File: src/rtl/mips_control_pkg.sv
// Shared constants and types for the multicycle MIPS control unit:
// state codes, opcode/funct values, ALU control codes and the control bundle.
package mips_control_pkg;

    localparam logic [3:0] S_FETCH  = 4'd0;
    localparam logic [3:0] S_DECODE = 4'd1;
    localparam logic [3:0] S_MEMADR = 4'd2;
    localparam logic [3:0] S_MEMRD  = 4'd3;
    localparam logic [3:0] S_MEMWB  = 4'd4;
    localparam logic [3:0] S_MEMWR  = 4'd5;
    localparam logic [3:0] S_EXEC   = 4'd6;
    localparam logic [3:0] S_ALUWB  = 4'd7;
    localparam logic [3:0] S_ADDIEX = 4'd8;
    localparam logic [3:0] S_ADDIWB = 4'd9;
    localparam logic [3:0] S_BRANCH = 4'd10;
    localparam logic [3:0] S_JUMP   = 4'd11;
    localparam logic [3:0] S_TRAP   = 4'd12;

    localparam logic [5:0] OP_RTYPE = 6'h00;
    localparam logic [5:0] OP_J     = 6'h02;
    localparam logic [5:0] OP_BEQ   = 6'h04;
    localparam logic [5:0] OP_BNE   = 6'h05;
    localparam logic [5:0] OP_ADDI  = 6'h08;
    localparam logic [5:0] OP_ADDIU = 6'h09;
    localparam logic [5:0] OP_LW    = 6'h23;
    localparam logic [5:0] OP_SW    = 6'h2B;

    localparam logic [5:0] FN_ADD  = 6'h20;
    localparam logic [5:0] FN_ADDU = 6'h21;
    localparam logic [5:0] FN_SUB  = 6'h22;
    localparam logic [5:0] FN_SUBU = 6'h23;
    localparam logic [5:0] FN_AND  = 6'h24;
    localparam logic [5:0] FN_OR   = 6'h25;
    localparam logic [5:0] FN_NOR  = 6'h27;
    localparam logic [5:0] FN_SLT  = 6'h2A;

    localparam logic [3:0] ALU_AND = 4'b0000;
    localparam logic [3:0] ALU_OR  = 4'b0001;
    localparam logic [3:0] ALU_ADD = 4'b0010;
    localparam logic [3:0] ALU_SUB = 4'b0110;
    localparam logic [3:0] ALU_SLT = 4'b0111;
    localparam logic [3:0] ALU_NOR = 4'b1100;

    typedef enum logic [1:0] {
        ALUOP_ADD   = 2'b00,
        ALUOP_SUB   = 2'b01,
        ALUOP_FUNCT = 2'b10,
        ALUOP_RSVD  = 2'b11
    } aluop_t;

    typedef struct packed {
        logic       pc_write;
        logic       branch;
        logic       branch_ne;
        logic [1:0] pc_source;
        logic       alu_src_a;
        logic [1:0] alu_src_b;
        logic       alu_en;
        logic       iord;
        logic       mem_read;
        logic       mem_write;
        logic       mem_to_reg;
        logic       ir_write;
        logic       reg_write;
        logic       reg_dst;
    } ctrl_t;

    // Only the trapping (signed) add/sub report overflow; the unsigned forms wrap.
    function automatic logic funct_traps_on_ovf(input logic [5:0] funct);
        return (funct == FN_ADD) || (funct == FN_SUB);
    endfunction

endpackage

File: src/rtl/mips_control_if.sv
// Control-unit <-> datapath bundle: instruction/status in, select/enable strobes out.
interface mips_control_if;
    logic [31:0] instruction;
    logic        ALUZero;
    logic        ALUOverflow;
    logic        memReady;
    logic        PCEn;
    logic        Branch;
    logic        BranchNe;
    logic [1:0]  PCSource;
    logic        ALUSrcA;
    logic [1:0]  ALUSrcB;
    logic [3:0]  ALUControl;
    logic        IorD;
    logic        MemRead;
    logic        MemWrite;
    logic        MemToReg;
    logic        IRWrite;
    logic        RegWrite;
    logic        RegDst;
    logic        trap;
    logic [3:0]  state;

    modport master (
        input  instruction, ALUZero, ALUOverflow, memReady,
        output PCEn, Branch, BranchNe, PCSource, ALUSrcA, ALUSrcB, ALUControl,
               IorD, MemRead, MemWrite, MemToReg, IRWrite, RegWrite, RegDst, trap, state
    );

    modport slave (
        output instruction, ALUZero, ALUOverflow, memReady,
        input  PCEn, Branch, BranchNe, PCSource, ALUSrcA, ALUSrcB, ALUControl,
               IorD, MemRead, MemWrite, MemToReg, IRWrite, RegWrite, RegDst, trap, state
    );
endinterface

File: src/rtl/mips_control_alu_decoder.sv
// Combinational ALU decoder: aluOp plus funct field to ALUControl, with an
// illegal-funct flag that depends on funct alone so DECODE can test it early.
module mips_control_alu_decoder
    import mips_control_pkg::*;
(
    input  aluop_t     alu_op,
    input  logic [5:0] funct,
    output logic [3:0] alu_control,
    output logic       funct_illegal
);

    logic [3:0] funct_code_s;

    // R-type funct field to ALU operation
    always_comb begin
        funct_code_s  = ALU_AND;
        funct_illegal = 1'b0;
        case (funct)
            FN_ADD, FN_ADDU: funct_code_s = ALU_ADD;
            FN_SUB, FN_SUBU: funct_code_s = ALU_SUB;
            FN_AND:          funct_code_s = ALU_AND;
            FN_OR:           funct_code_s = ALU_OR;
            FN_NOR:          funct_code_s = ALU_NOR;
            FN_SLT:          funct_code_s = ALU_SLT;
            default: begin
                funct_code_s  = ALU_AND;
                funct_illegal = 1'b1;
            end
        endcase
    end

    // aluOp selects a fixed operation or defers to funct
    always_comb begin
        alu_control = ALU_AND;
        case (alu_op)
            ALUOP_ADD:   alu_control = ALU_ADD;
            ALUOP_SUB:   alu_control = ALU_SUB;
            ALUOP_FUNCT: alu_control = funct_code_s;
            default:     alu_control = ALU_AND;
        endcase
    end

endmodule

File: src/rtl/mips_control.sv
// Multicycle MIPS control unit: Moore FSM sequencing the datapath, with
// memory-ready stalls and a terminal TRAP state for illegal code and overflow.
module mips_control
    import mips_control_pkg::*;
(
    input  logic           clk,
    input  logic           rst,
    mips_control_if.master bus
);

    logic [3:0] state_r;
    logic [3:0] next_state_s;
    logic       trap_r;
    logic [5:0] opcode_s;
    logic [5:0] funct_s;
    aluop_t     alu_op_s;
    logic [3:0] alu_control_s;
    logic       funct_illegal_s;
    ctrl_t      ctrl_s;
    ctrl_t      ctrl_out_s;

    assign opcode_s = bus.instruction[31:26];
    assign funct_s  = bus.instruction[5:0];

    mips_control_alu_decoder u_alu_dec (
        .alu_op        (alu_op_s),
        .funct         (funct_s),
        .alu_control   (alu_control_s),
        .funct_illegal (funct_illegal_s)
    );

    // State register; trap tracks residency in TRAP, which only reset leaves
    always_ff @(posedge clk) begin
        if (!rst) begin
            state_r <= S_FETCH;
            trap_r  <= 1'b0;
        end else begin
            state_r <= next_state_s;
            trap_r  <= (next_state_s == S_TRAP);
        end
    end

    // Next-state logic; unknown state codes fall into TRAP
    always_comb begin
        next_state_s = S_TRAP;
        case (state_r)
            S_FETCH:  next_state_s = bus.memReady ? S_DECODE : S_FETCH;
            S_DECODE: begin
                case (opcode_s)
                    OP_LW, OP_SW:     next_state_s = S_MEMADR;
                    OP_RTYPE:         next_state_s = funct_illegal_s ? S_TRAP : S_EXEC;
                    OP_BEQ, OP_BNE:   next_state_s = S_BRANCH;
                    OP_ADDI, OP_ADDIU: next_state_s = S_ADDIEX;
                    OP_J:             next_state_s = S_JUMP;
                    default:          next_state_s = S_TRAP;
                endcase
            end
            S_MEMADR: next_state_s = (opcode_s == OP_SW) ? S_MEMWR : S_MEMRD;
            S_MEMRD:  next_state_s = bus.memReady ? S_MEMWB : S_MEMRD;
            S_MEMWB:  next_state_s = S_FETCH;
            S_MEMWR:  next_state_s = bus.memReady ? S_FETCH : S_MEMWR;
            S_EXEC: begin
                if (funct_traps_on_ovf(funct_s) && bus.ALUOverflow) begin
                    next_state_s = S_TRAP;
                end else begin
                    next_state_s = S_ALUWB;
                end
            end
            S_ALUWB:  next_state_s = S_FETCH;
            S_ADDIEX: begin
                if ((opcode_s == OP_ADDI) && bus.ALUOverflow) begin
                    next_state_s = S_TRAP;
                end else begin
                    next_state_s = S_ADDIWB;
                end
            end
            S_ADDIWB: next_state_s = S_FETCH;
            S_BRANCH: next_state_s = S_FETCH;
            S_JUMP:   next_state_s = S_FETCH;
            S_TRAP:   next_state_s = S_TRAP;
            default:  next_state_s = S_TRAP;
        endcase
    end

    // Moore output decode; only the FETCH strobes look at memReady
    always_comb begin
        ctrl_s   = '0;
        alu_op_s = ALUOP_ADD;
        case (state_r)
            S_FETCH: begin
                ctrl_s.mem_read  = 1'b1;
                ctrl_s.alu_src_b = 2'b01;
                ctrl_s.alu_en    = 1'b1;
                ctrl_s.ir_write  = bus.memReady;
                ctrl_s.pc_write  = bus.memReady;
            end
            S_DECODE: begin
                ctrl_s.alu_src_b = 2'b11;
                ctrl_s.alu_en    = 1'b1;
            end
            S_MEMADR, S_ADDIEX: begin
                ctrl_s.alu_src_a = 1'b1;
                ctrl_s.alu_src_b = 2'b10;
                ctrl_s.alu_en    = 1'b1;
            end
            S_MEMRD: begin
                ctrl_s.iord     = 1'b1;
                ctrl_s.mem_read = 1'b1;
            end
            S_MEMWB: begin
                ctrl_s.mem_to_reg = 1'b1;
                ctrl_s.reg_write  = 1'b1;
            end
            S_MEMWR: begin
                ctrl_s.iord      = 1'b1;
                ctrl_s.mem_write = 1'b1;
            end
            S_EXEC: begin
                ctrl_s.alu_src_a = 1'b1;
                ctrl_s.alu_en    = 1'b1;
                alu_op_s         = ALUOP_FUNCT;
            end
            S_ALUWB: begin
                ctrl_s.reg_dst   = 1'b1;
                ctrl_s.reg_write = 1'b1;
            end
            S_ADDIWB: ctrl_s.reg_write = 1'b1;
            S_BRANCH: begin
                ctrl_s.alu_src_a = 1'b1;
                ctrl_s.alu_en    = 1'b1;
                ctrl_s.pc_source = 2'b01;
                ctrl_s.branch    = (opcode_s == OP_BEQ);
                ctrl_s.branch_ne = (opcode_s == OP_BNE);
                alu_op_s         = ALUOP_SUB;
            end
            S_JUMP: begin
                ctrl_s.pc_source = 2'b10;
                ctrl_s.pc_write  = 1'b1;
            end
            default: ctrl_s = '0;
        endcase
    end

    // Reset holds every strobe low so an abandoned instruction cannot write
    always_comb begin
        if (!rst) begin
            ctrl_out_s = '0;
        end else begin
            ctrl_out_s = ctrl_s;
        end
    end

    assign bus.PCEn       = ctrl_out_s.pc_write
                          | (ctrl_out_s.branch    &  bus.ALUZero)
                          | (ctrl_out_s.branch_ne & ~bus.ALUZero);
    assign bus.Branch     = ctrl_out_s.branch;
    assign bus.BranchNe   = ctrl_out_s.branch_ne;
    assign bus.PCSource   = ctrl_out_s.pc_source;
    assign bus.ALUSrcA    = ctrl_out_s.alu_src_a;
    assign bus.ALUSrcB    = ctrl_out_s.alu_src_b;
    assign bus.ALUControl = ctrl_out_s.alu_en ? alu_control_s : ALU_AND;
    assign bus.IorD       = ctrl_out_s.iord;
    assign bus.MemRead    = ctrl_out_s.mem_read;
    assign bus.MemWrite   = ctrl_out_s.mem_write;
    assign bus.MemToReg   = ctrl_out_s.mem_to_reg;
    assign bus.IRWrite    = ctrl_out_s.ir_write;
    assign bus.RegWrite   = ctrl_out_s.reg_write;
    assign bus.RegDst     = ctrl_out_s.reg_dst;
    assign bus.trap       = trap_r & rst;
    assign bus.state      = state_r;

endmodule

File: src/flat_wrapper.sv
// flat-port wrapper written by rule: the top's interface ports become plain ports
module mips_control_flat import mips_control_pkg::*;
  (clk, rst, bus_instruction, bus_ALUZero, bus_ALUOverflow, bus_memReady, bus_PCEn, bus_Branch, bus_BranchNe, bus_PCSource, bus_ALUSrcA, bus_ALUSrcB, bus_ALUControl, bus_IorD, bus_MemRead, bus_MemWrite, bus_MemToReg, bus_IRWrite, bus_RegWrite, bus_RegDst, bus_trap, bus_state);
  mips_control_if bus_i ();
  input  logic clk;
  input  logic rst;
  input wire logic [$bits(bus_i.instruction)-1:0] bus_instruction;
  input wire logic [$bits(bus_i.ALUZero)-1:0] bus_ALUZero;
  input wire logic [$bits(bus_i.ALUOverflow)-1:0] bus_ALUOverflow;
  input wire logic [$bits(bus_i.memReady)-1:0] bus_memReady;
  output wire logic [$bits(bus_i.PCEn)-1:0] bus_PCEn;
  output wire logic [$bits(bus_i.Branch)-1:0] bus_Branch;
  output wire logic [$bits(bus_i.BranchNe)-1:0] bus_BranchNe;
  output wire logic [$bits(bus_i.PCSource)-1:0] bus_PCSource;
  output wire logic [$bits(bus_i.ALUSrcA)-1:0] bus_ALUSrcA;
  output wire logic [$bits(bus_i.ALUSrcB)-1:0] bus_ALUSrcB;
  output wire logic [$bits(bus_i.ALUControl)-1:0] bus_ALUControl;
  output wire logic [$bits(bus_i.IorD)-1:0] bus_IorD;
  output wire logic [$bits(bus_i.MemRead)-1:0] bus_MemRead;
  output wire logic [$bits(bus_i.MemWrite)-1:0] bus_MemWrite;
  output wire logic [$bits(bus_i.MemToReg)-1:0] bus_MemToReg;
  output wire logic [$bits(bus_i.IRWrite)-1:0] bus_IRWrite;
  output wire logic [$bits(bus_i.RegWrite)-1:0] bus_RegWrite;
  output wire logic [$bits(bus_i.RegDst)-1:0] bus_RegDst;
  output wire logic [$bits(bus_i.trap)-1:0] bus_trap;
  output wire logic [$bits(bus_i.state)-1:0] bus_state;
  assign bus_i.instruction = bus_instruction;
  assign bus_i.ALUZero = bus_ALUZero;
  assign bus_i.ALUOverflow = bus_ALUOverflow;
  assign bus_i.memReady = bus_memReady;
  assign bus_PCEn = bus_i.PCEn;
  assign bus_Branch = bus_i.Branch;
  assign bus_BranchNe = bus_i.BranchNe;
  assign bus_PCSource = bus_i.PCSource;
  assign bus_ALUSrcA = bus_i.ALUSrcA;
  assign bus_ALUSrcB = bus_i.ALUSrcB;
  assign bus_ALUControl = bus_i.ALUControl;
  assign bus_IorD = bus_i.IorD;
  assign bus_MemRead = bus_i.MemRead;
  assign bus_MemWrite = bus_i.MemWrite;
  assign bus_MemToReg = bus_i.MemToReg;
  assign bus_IRWrite = bus_i.IRWrite;
  assign bus_RegWrite = bus_i.RegWrite;
  assign bus_RegDst = bus_i.RegDst;
  assign bus_trap = bus_i.trap;
  assign bus_state = bus_i.state;
  mips_control u_core (.clk(clk), .rst(rst), .bus(bus_i));
endmodule
File: config.mk
export PLATFORM = sky130hd
export DESIGN_NAME = mips_control_flat
export DESIGN_NICKNAME = d
export VERILOG_FILES = /design/src/rtl/mips_control_pkg.sv /design/src/rtl/mips_control_if.sv /design/src/rtl/mips_control_alu_decoder.sv /design/src/rtl/mips_control.sv /design/src/flat_wrapper.sv
export SDC_FILE = /design/constraint.sdc
export NUM_CORES = 1
export LEC_CHECK = 0
export CELL_PAD_IN_SITES_DETAIL_PLACEMENT = 0
export CELL_PAD_IN_SITES_GLOBAL_PLACEMENT = 2
export CORE_ASPECT_RATIO = 1.5
export CORE_MARGIN = 3
export CORE_UTILIZATION = 17
export DETAILED_ROUTE_END_ITERATION = 16
export HOLD_SLACK_MARGIN = 0.15
export PLACE_DENSITY_LB_ADDON = 0.1
export SYNTH_ARGS = -nofsm -noshare
export SYNTH_HDL_FRONTEND = slang
export SYNTH_SLANG_ARGS = --single-unit
File: constraint.sdc
create_clock -name clk -period 2.2 [get_ports clk]
set_clock_uncertainty 0.05 [all_clocks]
set_input_delay 0.44 -clock clk [delete_from_list [all_inputs] [get_ports clk]]
set_output_delay 0.44 -clock clk [all_outputs]
set_load 0.03 [all_outputs]
==> out/qor.yml, run 1 <==
status: "complete, no violations"
yosys-mux-area-fraction: 0
cp-end-kind: "output pin"
pre_cts_slack_ns: -0.365
leakage_nw: 0.801
syn2layout_area_growth_pct: 106
rsz0062_at_grt: "no"
cts_root_buf: "clkbuf_8"
hold_buffers: 0
slew_viol_final: 0
gp_congestion: 0.787
synth_adder_area_share: 0
start_util: 0.181
relSlewSlack: 0.750
die_w_um: 65.4
dp_hpwl_mm: 3.14
antenna_found_initial: 0
drc: 0
ys_warn_count: 0
avgSynthCellArea_sq_um: 6.70
synth_cell_types: 48
grt_max_degree: 20
dr.pass1.iters: 4
cts_tree: "done"
utilization: 0.373
fillers: 560
clk_pin_slew_worst_paths_ns: 0.04
port_buffers: 40
core_sq_um: 4960
p_total_uw: 706
clkSinkCount: 5
num_antenna_cells: 0
vias: 1315
worstPathRequired_ns: 1.71
grt_pass1_wl_mm: 6.46
ys_seq_elements: 5
die_h_um: 95.0
post-route-period-util: 0.972
max_freq_mhz: 468
finalSetupViolCount: 0
synth_compound_area_frac: 0.279
htreeDepth: 1
gr-total-overflow: 0
finalSetupTns_ns: 0
via_per_inst: 4.60
final_area_sq_um: 1850
synth-edff-count: 0
cts_max_path_buffers: 2
seq_area_frac_synth: 0.111
finalHoldViolCount: 0
worst_slack_ns: 0.0614
tightest_slew_ns: 0.372
syn_inst: 134
synth_top_family_by_area: "simple AND/OR/NAND/NOR gates"
syn-cell-area_sq_um: 898
cellPowerDensity_nw_per_um2: 381
max_cap_viol_count: 0
multi_input_area_sq_um: 873
synthSimpleGateAreaFrac: 0.542
fin_crit_ns: 2.14
crit_fanout: 5
layout.nets: 258
synthFlopType: "dfxtp_1"
arrival_ns: 1.65
insertion_delay_ns: 0.22
wirelength_mm: 3.92
grt_pass1_vias: 1400
placed_area_sq_um: 1670
drtAntennaViolNets: 0
start_kind: "input port"
track_usage: 0.129
drt_iter0_drc: 39
rows: 31
dieArea_sq_um: 6210
worstSetupPathType: "in2out"
pin_count: 61
vdd_drop_max_mv: 0.242
cts_buffers: 3
wl_per_cell_um: 13.7
hold_class: "reg2reg"
ff_latch_area_sq_um: 104
syn_nets: 171
async_flop_share: 0
synth_xor_area_frac: 0.0292
drive_gt1_frac: 0.495
[stage by stage]
stage / hold slack (ns) / std cells
6_report: 0.759 / 286
3_5_place_dp: 0.796 / 274
5_1_grt: 0.798 / 286
2_1_floorplan: 0.557 / 134
4_1_cts: 0.794 / 285
3_3_place_gp: 0.798 / 274
[final cells by class]
cell class	count	share of cell area
multi-input cells	120	0.471
inverters	1	0.00203
repair buffers	90	0.402
well taps	66	0.0446
flip-flops and latches	5	0.0560
clock buffers	4	0.0243
[cell families (layout without fill, tap and decap cells)]
| group | count (synthesis) | after routing |
|---|---|---|
| flip-flops | 5 | 5 |
| buffers and inverters | 9 | 95 |
| XOR/XNOR | 3 | 3 |
| AND/OR/NAND/NOR | 82 | 82 |
| AO/OA/AOI/OAI | 35 | 35 |
[critical path: stages]
cell and delay, ns:
clkdlybuf4s50_1 0.49, nand2_1 0.09, nor2_1 0.04, buf_4 0.14, a211o_4 0.30, buf_6 0.14
[flip-flops by register name, indices dropped and copies added (netlist names)]
register          count
u_core.bus.state      4
u_core.trap_r         1
[cells in the mapped netlist (2+ instances only)]
cell type	instances	area [sq um]
nor4_1	2	12.5
a211oi_1	2	15.0
nor2_1	18	67.6
and2_1	3	18.8
o22ai_1	2	12.5
o21ai_0	6	30.0
or2_2	2	12.5
xor2_1	2	17.5
a21boi_0	3	22.5
nand2_1	14	52.6
a31oi_1	4	25.0
nand2b_1	8	50.1
nor2b_1	10	62.6
a211o_1	2	17.5
nand3_1	2	10.0
dfxtp_1	5	100
nand4_1	2	12.5
and2_2	3	22.5
clkbuf_1	7	26.3
o32a_1	2	20.0
a21oi_1	5	25.0
nor3_1	4	20.0
[repair_timing]
item,CTS,global route
setup buffers,7,1
pin swaps,7,5
resized for setup,34,15
setup endpoints to repair,9,7
[power breakdown]
group	internal [mW]	switching, mW	leakage [nW]
combinational	0.206	0.219	0.736
clock	0.124	0.0439	0.0228
sequential	0.100	0.0121	0.0421
total	0.431	0.275	0.801
[final timing paths]
check | from | to | slack, ns | depth (start not counted)
min | u_core.bus.state[1] | u_core.bus.state[2] | 0.76 | 3
max | bus_memReady | bus_PCEn | 0.06 | 6
min reg2reg | u_core.bus.state[1] | u_core.bus.state[2] | 0.76 | 3
max reg2reg | u_core.bus.state[1] | u_core.trap_r | 0.19 | 6
[metal layers]
layer,track usage,up-vias,share of wire
met5,0,-,0
met4,0.0363,0,0.013
met3,0.0142,4,0.040
met2,0.237,31,0.53
met1,0.155,614,0.42
li1,-,666,-
[placed cells by master, fill, tap and decap left out, types with 2 or more instances in the layout]
master / n
dfxtp_2: 3
o22ai_1: 2
clkdlybuf4s50_1: 6
nor2_1: 16
nand2b_1: 7
nor2b_1: 7
or2_2: 2
o21ai_0: 6
nor2_4: 2
nor4_4: 2
nand4_1: 2
buf_6: 6
and2_2: 3
o32a_1: 2
dlygate4sd2_1: 9
nor3_2: 2
nor2b_4: 2
clkbuf_8: 3
buf_4: 62
a211oi_1: 2
clkbuf_2: 4
nor3_1: 2
buf_12: 2
xor2_1: 2
and2_1: 3
a21oi_1: 5
a31oi_1: 4
dfxtp_1: 2
nand2_1: 14
Note: power is estimated with default switching activity, not from simulation.
==> run 2: changes to the inputs <==
- CORE_MARGIN: 3 -> 2
==> run 2 against run 1 <==
- non-clock buffer count shrank 4
- core utilization is 1.6 points lower
- critical path depth grew 1
- die area is 5.1% lower
- critical endpoint is now bus_Branch
- largest cell class unchanged
- routed wire length is 2.5% lower
==> out/qor.yml, run 2 (synthesized netlist as in run 1, its figures left out) <==
status: "complete, no violations"  # unchanged
worst_slack_ns: 0.0423  # was 0.0614 ns
syn2layout_area_growth_pct: 104  # was 106%
largest_reg_flops: 4  # unchanged
finalNonFillerCells: 284  # was 286
drc: 0  # unchanged
hold_start: "u_core.bus.state[1]"  # unchanged
hold_class: "reg2reg"  # unchanged
drive_gt1_frac: 0.472  # was 0.495
p_clk_frac: 0.238  # about the same
slew_viol_final: 0  # unchanged
placed_cells: 274  # unchanged
max_freq_mhz: 463  # was 468 MHz
start_kind: "input port"  # unchanged
p_sw_uw: 266  # was 275 uW
gr-total-overflow: 0  # unchanged
post-route-period-util: 0.981  # was 0.972
htreeDepth: 1  # unchanged
layout_common_cells: "buf_4 (58), nor2_1 (16), nand2_1 (14)"  # was buf_4 (62), nor2_1 (16), nand2_1 (14)
worstReg2RegStart: "u_core.bus.state[1]"  # unchanged
start_util: 0.175  # was 0.181
swShare: 0.383  # was 0.390
cts_buffers: 3  # unchanged
finalSetupTns_ns: 0  # unchanged
relSlewSlack: 0.778  # was 0.750
drtAntennaViolNets: 0  # unchanged
core_sq_um: 5120  # was 4960 sq um
intPower_uw: 428  # was 431 uW
grt_max_degree: 17  # was 20
cts_tree: "done"  # unchanged
clkSinkCount: 5  # unchanged
finalHoldViolCount: 0  # unchanged
reg2reg_depth: 6  # unchanged
rsz0062_at_grt: "yes"  # was no
r2r_slack_ns: 0.27  # was 0.19 ns
die_h_um: 93.0  # was 95.0 um
critical_path_buf_inv_count: 4  # was 3
max_stage_delay_ns: 0.29  # was 0.49 ns
layout_commonest_cell: "buf_4"  # unchanged
rows: 32  # was 31
track_usage: 0.129  # about the same
clk_pin_slew_worst_paths_ns: 0.03  # was 0.04 ns
leakage_nw: 0.780  # was 0.801 nW
dp_hpwl_mm: 3.10  # was 3.14 mm
pin_count: 61  # unchanged
worstReg2RegEnd: "u_core.trap_r"  # unchanged
fin_crit_ns: 2.16  # was 2.14 ns
via_per_inst: 4.51  # was 4.60
cts_root_buf: "clkbuf_8"  # unchanged
utilization: 0.357  # was 0.373
max_cap_viol_count: 0  # unchanged
worstSetupPathType: "in2out"  # unchanged
drt_iter0_drc: 37  # was 39
wirelength_mm: 3.82  # was 3.92 mm
grt_pass1_vias: 1298  # was 1400
multi_input_area_sq_um: 857  # was 873 sq um
gp_congestion: 0.818  # was 0.787
cp_common_cell: "buf_6"
vdd_drop_max_mv: 0.402  # was 0.242 mV
wl_per_cell_um: 13.4  # was 13.7 um
pwr-share-seq: 0.165  # was 0.159
path_delay_family: "simple AND/OR/NAND/NOR gates"  # was buffers and inverters
ff_latch_area_sq_um: 104  # unchanged
crit_fanout: 4  # was 5
min_path_cells: 3  # unchanged
vias: 1280  # was 1315
port_buffers: 40  # unchanged
cts_max_path_buffers: 2  # unchanged
fillers: 620  # was 560
dieArea_sq_um: 5890  # was 6210 sq um
cellPowerDensity_nw_per_um2: 379  # was 381 nW/um^2
die_w_um: 63.4  # was 65.4 um
worstPathRequired_ns: 1.71  # about the same
finalSetupViolCount: 0  # unchanged
pre_cts_slack_ns: -0.395  # was -0.365 ns
path_cells: "clkdlybuf4s15_2 -> buf_6 -> nand3b_1 -> nor4_2 -> buf_4 -> and2b_2 -> buf_6"  # was clkdlybuf4s50_1 -> nand2_1 -> nor2_1 -> buf_4 -> a211o_4 -> buf_6
insertion_delay_ns: 0.22  # about the same
antenna_found_initial: 0  # unchanged
grt_pass1_wl_mm: 6.18  # was 6.46 mm
tightest_slew_ns: 0.329  # was 0.372 ns
layout.nets: 254  # was 258
critPathSlowestCell: "nor4_2"  # was clkdlybuf4s50_1
cp-end-kind: "output pin"  # unchanged
num_antenna_cells: 0  # unchanged
dr.pass1.iters: 4  # unchanged
p_comb_frac: 0.597  # was 0.603
whs_endpoint: "u_core.bus.state[2]"  # unchanged
arrival_ns: 1.67  # was 1.65 ns
==> run 2: cell type report <==
cell class                 count  area share
multi-input combinational    120       0.469
timing repair buffer          86       0.402
sequential                     5      0.0568
tap                           68      0.0465
clock buffer                   4      0.0246
inverter                       1     0.00205
==> run 2: power by group through the flow <==
stage	Sequential (mW)	Clock [mW]	Combinational (mW)
floorplan	0.123	0	0.199
global placement	0.113	0	0.401
detailed placement	0.113	0	0.402
CTS	0.112	0.171	0.410
global route	0.116	0.174	0.449
finish	0.115	0.165	0.414
==> run 2: tightest hold or removal path: stages (launching register included) <==
cell	delay, ns
dfxtp_2	0.37
o21ai_0	0.09
o2111a_1	0.22
nor2b_1	0.05
==> run 2: how the worst max path moves through the flow <==
stage                                   start                end  slack (ns)  depth (start not counted)
final                     bus_instruction[27]         bus_Branch        0.04                          7
after global routing      bus_instruction[27]         bus_Branch      -0.008                          7
after CTS                 u_core.bus.state[1]         bus_Branch       0.008                          6
after detailed placement  bus_instruction[26]      u_core.trap_r       -0.40                          6
after global placement    bus_instruction[26]      u_core.trap_r       -0.40                          6
after floorplan           u_core.bus.state[2]  bus_ALUControl[0]       -0.05                          4
==> run 2: what timing repair did <==
item,4_1_cts,5_1_grt
buffers inserted,7,0
gates resized for setup,33,12
hold endpoints to repair,0,0
pin swaps,8,0
hold buffers,0,0
endpoints found under the setup margin,9,9
==> run 2: routing by layer <==
layer / track usage / up-vias / share of wire
met5: 0 / - / 0
li1: - / 656 / -
met2: 0.247 / 25 / 0.53
met3: 0.0156 / 0 / 0.046
met1: 0.155 / 599 / 0.42
met4: 0.0163 / 0 / 0
==> run 2: per-stage QoR <==
stage | cell area (sq um) | power [mW] | hold slack (ns)
after floorplan | 926 | 0.323 | 0.557
after global placement | 1660 | 0.515 | 0.798
after detailed placement | 1660 | 0.515 | 0.797
after CTS | 1800 | 0.693 | 0.795
after global routing | 1830 | 0.739 | 0.791
final | 1830 | 0.694 | 0.720
